===== src/rtl/semaforo_fsm.sv =====
// semaforo_fsm: clocked two-road traffic-light controller.
// Road requests A/B select which road gets green. Each green lasts at least
// T_GREEN_MIN cycles and at most T_GREEN_MAX cycles under contention. It is
// followed by a fixed yellow and an all-red clearance before the other road
// may go green. As/Bs mirror the green lamps so legacy consumers of the old
// combinational grant block keep working.
// Optional build macro: SEMAFORO_NOTURNO_EN adds the `noturno` input. That
// input forces a night-mode state (PISCA) in which both yellows blink.
module semaforo_fsm #(
  parameter int CNT_W       = 8,
  parameter int T_GREEN_MIN = 4,
  parameter int T_GREEN_MAX = 10,
  parameter int T_YELLOW    = 2,
  parameter int T_ALL_RED   = 1
) (
  input  logic       clk,
  input  logic       rst_n,
  input  logic       A,
  input  logic       B,
`ifdef SEMAFORO_NOTURNO_EN
  input  logic       noturno,
`endif
  output logic [2:0] luz_a,
  output logic [2:0] luz_b,
  output logic       As,
  output logic       Bs
);

  // Lamp encodings {red, yellow, green}
  localparam logic [2:0] LUZ_VERM  = 3'b100;
  localparam logic [2:0] LUZ_AMAR  = 3'b010;
  localparam logic [2:0] LUZ_VERDE = 3'b001;
`ifdef SEMAFORO_NOTURNO_EN
  localparam logic [2:0] LUZ_OFF   = 3'b000;
`endif

  // Timer value seen at the edge on which each phase expires
  localparam logic [CNT_W-1:0] GMIN_LAST    = CNT_W'(T_GREEN_MIN - 1);
  localparam logic [CNT_W-1:0] GMAX_LAST    = CNT_W'(T_GREEN_MAX - 1);
  localparam logic [CNT_W-1:0] YELLOW_LAST  = CNT_W'(T_YELLOW - 1);
  localparam logic [CNT_W-1:0] ALL_RED_LAST = CNT_W'(T_ALL_RED - 1);
  localparam logic [CNT_W-1:0] TIMER_SAT    = {CNT_W{1'b1}};
  localparam logic [CNT_W-1:0] TIMER_ONE    = CNT_W'(1'b1);

`ifdef SEMAFORO_NOTURNO_EN
  typedef enum logic [2:0] {
    VERM_BA = 3'd0,
    A_VERDE = 3'd1,
    A_AMAR  = 3'd2,
    VERM_AB = 3'd3,
    B_VERDE = 3'd4,
    B_AMAR  = 3'd5,
    PISCA   = 3'd6
  } state_e;
`else
  typedef enum logic [2:0] {
    VERM_BA = 3'd0,
    A_VERDE = 3'd1,
    A_AMAR  = 3'd2,
    VERM_AB = 3'd3,
    B_VERDE = 3'd4,
    B_AMAR  = 3'd5
  } state_e;
`endif

  state_e           state_q;
  state_e           state_d;
  state_e           state_seq_s;
  logic [CNT_W-1:0] timer_q;
  logic [CNT_W-1:0] timer_d;
  logic [2:0]       luz_a_q;
  logic [2:0]       luz_a_d;
  logic [2:0]       luz_b_q;
  logic [2:0]       luz_b_d;
`ifdef SEMAFORO_NOTURNO_EN
  logic             blink_q;
  logic             blink_d;
`endif

  // A green road yields once minimum green has elapsed and the other road
  // is waiting. If its own road still requests, it yields only at max green.
  function automatic logic green_yields(input logic [CNT_W-1:0] t,
                                        input logic own_req,
                                        input logic other_req);
    return (t >= GMIN_LAST) && other_req && (!own_req || (t >= GMAX_LAST));
  endfunction

  // Steady lamp pattern for each state as {luz_a, luz_b}
  function automatic logic [5:0] lamps_of(input state_e s);
    logic [5:0] l;
    case (s)
      A_VERDE: l = {LUZ_VERDE, LUZ_VERM};
      A_AMAR:  l = {LUZ_AMAR,  LUZ_VERM};
      B_VERDE: l = {LUZ_VERM,  LUZ_VERDE};
      B_AMAR:  l = {LUZ_VERM,  LUZ_AMAR};
      VERM_BA: l = {LUZ_VERM,  LUZ_VERM};
      VERM_AB: l = {LUZ_VERM,  LUZ_VERM};
      default: l = {LUZ_VERM,  LUZ_VERM};
    endcase
    return l;
  endfunction

  // Normal day-time phase sequencing from timer and road requests
  always_comb begin
    state_seq_s = state_q;
    case (state_q)
      VERM_BA: begin
        if (timer_q == ALL_RED_LAST) state_seq_s = A_VERDE;
        else                         state_seq_s = VERM_BA;
      end
      A_VERDE: begin
        if (green_yields(timer_q, A, B)) state_seq_s = A_AMAR;
        else                             state_seq_s = A_VERDE;
      end
      A_AMAR: begin
        if (timer_q == YELLOW_LAST) state_seq_s = VERM_AB;
        else                        state_seq_s = A_AMAR;
      end
      VERM_AB: begin
        if (timer_q == ALL_RED_LAST) state_seq_s = B_VERDE;
        else                         state_seq_s = VERM_AB;
      end
      B_VERDE: begin
        if (green_yields(timer_q, B, A)) state_seq_s = B_AMAR;
        else                             state_seq_s = B_VERDE;
      end
      B_AMAR: begin
        if (timer_q == YELLOW_LAST) state_seq_s = VERM_BA;
        else                        state_seq_s = B_AMAR;
      end
      // Night mode (or any illegal code) restarts from the clearance before A
      default: state_seq_s = VERM_BA;
    endcase
  end

  // Night mode overrides the normal sequence while it is requested
  always_comb begin
`ifdef SEMAFORO_NOTURNO_EN
    if (noturno) state_d = PISCA;
    else         state_d = state_seq_s;
`else
    state_d = state_seq_s;
`endif
  end

  // Phase timer: restarts on every state change, otherwise counts and saturates
  always_comb begin
    if (state_d != state_q)      timer_d = {CNT_W{1'b0}};
    else if (timer_q == TIMER_SAT) timer_d = timer_q;
    else                         timer_d = timer_q + TIMER_ONE;
  end

`ifdef SEMAFORO_NOTURNO_EN
  // Blink phase: lit on entry to night mode, then toggles every cycle
  always_comb begin
    if (state_q == PISCA) blink_d = ~blink_q;
    else                  blink_d = 1'b1;
  end
`endif

  // Lamp decode of the next state so the lamp flops track the state flop
  always_comb begin
`ifdef SEMAFORO_NOTURNO_EN
    if (state_d == PISCA) begin
      if (blink_d) {luz_a_d, luz_b_d} = {LUZ_AMAR, LUZ_AMAR};
      else         {luz_a_d, luz_b_d} = {LUZ_OFF, LUZ_OFF};
    end else begin
      {luz_a_d, luz_b_d} = lamps_of(state_d);
    end
`else
    {luz_a_d, luz_b_d} = lamps_of(state_d);
`endif
  end

  // State, timer and lamp registers; reset forces all-red before road A
  always_ff @(posedge clk or negedge rst_n) begin
    if (!rst_n) begin
      state_q <= VERM_BA;
      timer_q <= {CNT_W{1'b0}};
      luz_a_q <= LUZ_VERM;
      luz_b_q <= LUZ_VERM;
`ifdef SEMAFORO_NOTURNO_EN
      blink_q <= 1'b0;
`endif
    end else begin
      state_q <= state_d;
      timer_q <= timer_d;
      luz_a_q <= luz_a_d;
      luz_b_q <= luz_b_d;
`ifdef SEMAFORO_NOTURNO_EN
      blink_q <= blink_d;
`endif
    end
  end

  assign luz_a = luz_a_q;
  assign luz_b = luz_b_q;
  assign As    = luz_a_q[0];
  assign Bs    = luz_b_q[0];

endmodule


===== config.mk =====
export PLATFORM = sky130hd
export DESIGN_NAME = semaforo_fsm
export DESIGN_NICKNAME = d
export VERILOG_FILES = /design/src/rtl/semaforo_fsm.sv
export SDC_FILE = /design/constraint.sdc
export NUM_CORES = 1
export LEC_CHECK = 0
export CAP_MARGIN = 40
export CORE_MARGIN = 1.5
export CORE_UTILIZATION = 25
export CTS_CLUSTER_DIAMETER = 120
export CTS_CLUSTER_SIZE = 24
export DETAILED_ROUTE_END_ITERATION = 16
export SLEW_MARGIN = 20
export SYNTH_ARGS = -nofsm -noshare
export SYNTH_HDL_FRONTEND = slang
export SYNTH_SLANG_ARGS = --single-unit
export TNS_END_PERCENT = 100

===== constraint.sdc =====
create_clock -name clk -period 5.7 [get_ports clk]
set_input_delay 0.855 -clock clk [delete_from_list [all_inputs] [get_ports clk]]
set_output_delay 0.855 -clock clk [all_outputs]
set_load 0.01 [all_outputs]

==> flow_summary.toml <==
[routing]
drc = 0
drt_iter0_drc = 51
drt-wirelength-per-cell_um = 11.86
vias = 771
postRouteAntennaNets = 0
vias_per_cell = 4.849
drt_wl_total_um = 1886
dr.pass1.iters = 4

[sta]
min_period_over_period_pct = 37.74
slew_viol_final = 0
max_freq_mhz = 464.9
slew_headroom_pct = 52.17
final-hold-violation-count = 0
fin_crit_ns = 2.151
fin_skew_ns = 0.003519
setup_viol = 0
tightest_slew_ns = 0.7152
fin_ws_ns = 3.549
rsz0062_at_grt = "no"
tns_ns = 0

[clock_tree]
cts_sinks = 17
clock_latency_ns = 0.25
ctsResizeCount = 0
cts_tree = "yes"
cts_hold_buf = 0
h-tree-depth = 1
clockRootBuffer = "clkbuf_8"
cts.path.max_buffers = 2
cts_buffers = 3
cts_setup_buffers = 0
clk_pin_slew_ns = 0.06

[setup_path]
crit_chain = "clkdlybuf4s50_1"
cp-end-kind = "output port"
cp_slowest_cell = "clkdlybuf4s50_1"
start_kind = "flop"
cp.required_ns = 4.85
max_stage_delay_ns = 0.53
cp_max_fo = 1
path_class = "flop to output port"
arrival_ns = 1.30
critPathBufInv = 1
path_delay_family = "buffers and inverters"
r2r_slack_ns = 3.59

[grt]
grtUsageTotal_pct = 10.04
grt_max_degree = 18
antenna_found_initial = 0
grt_pass1_vias = 746
grt_pass1_wl_um = 3325
overflow = 0

[yosys]
synth-edff-count = 0
async_flop_share_pct = 100.0
synth_seq_cells = 17
ys_warn_count = 0
avgSynthCellArea_um2 = 9.784
synth_area_um2 = 978.4
syn_inst = 100
synthTopCellsByCount = "dfrtp_1 (15), a21oi_1 (9), nor2_1 (9), nand2_1 (7), inv_1 (5)"
synth.most_common_cell = "dfrtp_1"
syn-num-nets = 108
synth.top_cell.area_share_pct = 38.36
yosys-top-cells-area = "dfrtp_1 (38%), dfstp_2 (5.4%), ha_1 (5.1%)"
synth_cell_types = 41
synth_flop_cell = "dfrtp_1"
seq_area_frac_synth_pct = 43.73
yosysTopAreaCell = "dfrtp_1"

[floorplan]
die_area_mm2 = 0.004298
fp.dieH_um = 65.56
die_x_um = 65.56
ios = 12
rows = 22
core_area_mm2 = 0.003716
initial_core_util_pct = 26.33

[outcome]
outcome = "finished clean"

[place]
dp_hpwl_um = 1470
dp_slack_ns = 3.383
io_buffers = 11
dp.cells = 155
gp_congestion = 0.7999

[cells_and_area]
final_util_pct = 31.52
area_growth_pct = 19.69
final_cells = 159
drive_gt1_share_pct = 10.81
diodes = 0
final_nets = 120

[flow_run]
maxCapViolations = 0

[hold_path]
min-delay-path-class = "flop to flop"

[power_and_ir_drop]
ir_drop_mv = 0.1271
p_per_area_mw_per_mm2 = 499.8
power_leakage_nw = 0.5028
## cells in the final DEF (no fill, tap or decap), drive strengths merged, types with 4 or more instances in the layout
master / n
inv: 5
nor2: 9
ha: 4
nand2: 7
nand3: 4
clkdlybuf4s50: 11
a21oi: 9
dfrtp: 15
## layer usage
| layer | wire length, µm | GRT usage, % | up-vias |
|---|---|---|---|
| li1 | - | - | 381 |
| met1 | 865 | 11.86 | 363 |
| met2 | 907 | 17.35 | 25 |
| met3 | 108 | 3.596 | 2 |
| met4 | 5 | 2.344 | 0 |
| met5 | 0 | 0 | - |
## worst paths after layout
| kind | to | from | cells past startpoint |
|---|---|---|---|
| max | luz_a[2] | luz_a[2] | 1 |
| min in group asynchronous | timer_q[5] | rst_n | 1 |
| min | state_q[1] | state_q[2] | 1 |
| max reg2reg | timer_q[2] | timer_q[0] | 6 |
| max in group asynchronous | timer_q[6] | rst_n | 1 |
| min reg2reg | state_q[1] | state_q[2] | 1 |
## per-stage QoR
| stage | hold slack, ns | cell area (µm²) | total power [W] |
|---|---|---|---|
| 5_1_grt | 0.6532 | 1171 | 0.0006378 |
| 4_1_cts | 0.5881 | 1171 | 0.0005905 |
| 2_1_floorplan | 0.4967 | 978.4 | 0.0004127 |
| 3_5_place_dp | 0.5813 | 1125 | 0.0005002 |
| 6_report | 0.5879 | 1171 | 0.0005853 |
| 3_3_place_gp | 0.5668 | 1125 | 0.0004968 |
## state kept, by name, indices dropped and copies added, names as in the netlist
register  flops
luz_b         3
luz_a         3
state_q       3
timer_q       8
## report_power, final
part,switching [W],internal (W),total (W)
clock network,0.0000389,0.0000484,0.0000873
logic,0.000159,0.000135,0.000294
registers,0.0000405,0.000164,0.000204
## logic make-up (layout without fill, tap and decap cells)
| logic type | after synthesis | after routing | share of synthesized area (%) |
|---|---|---|---|
| flops | 17 | 17 | 43.73 |
| fa+ha+maj | 4 | 4 | 5.115 |
| xor+xnor | 3 | 3 | 2.686 |
| compound gates | 24 | 24 | 18.93 |
| buf+inv | 9 | 20 | 4.347 |
| mux | 1 | 1 | 1.023 |
| simple gates | 42 | 42 | 24.17 |
## area by class of cell
type	instances	area [µm²]
clock buffer	3	41.29
clock inverter	1	5.005
fill	383	2545
inverter	5	18.77
multi-input combinational	74	508.0
sequential	17	427.9
tap	48	60.06
timing repair buffer	11	110.1
Note: power is estimated with default switching activity, not from simulation.
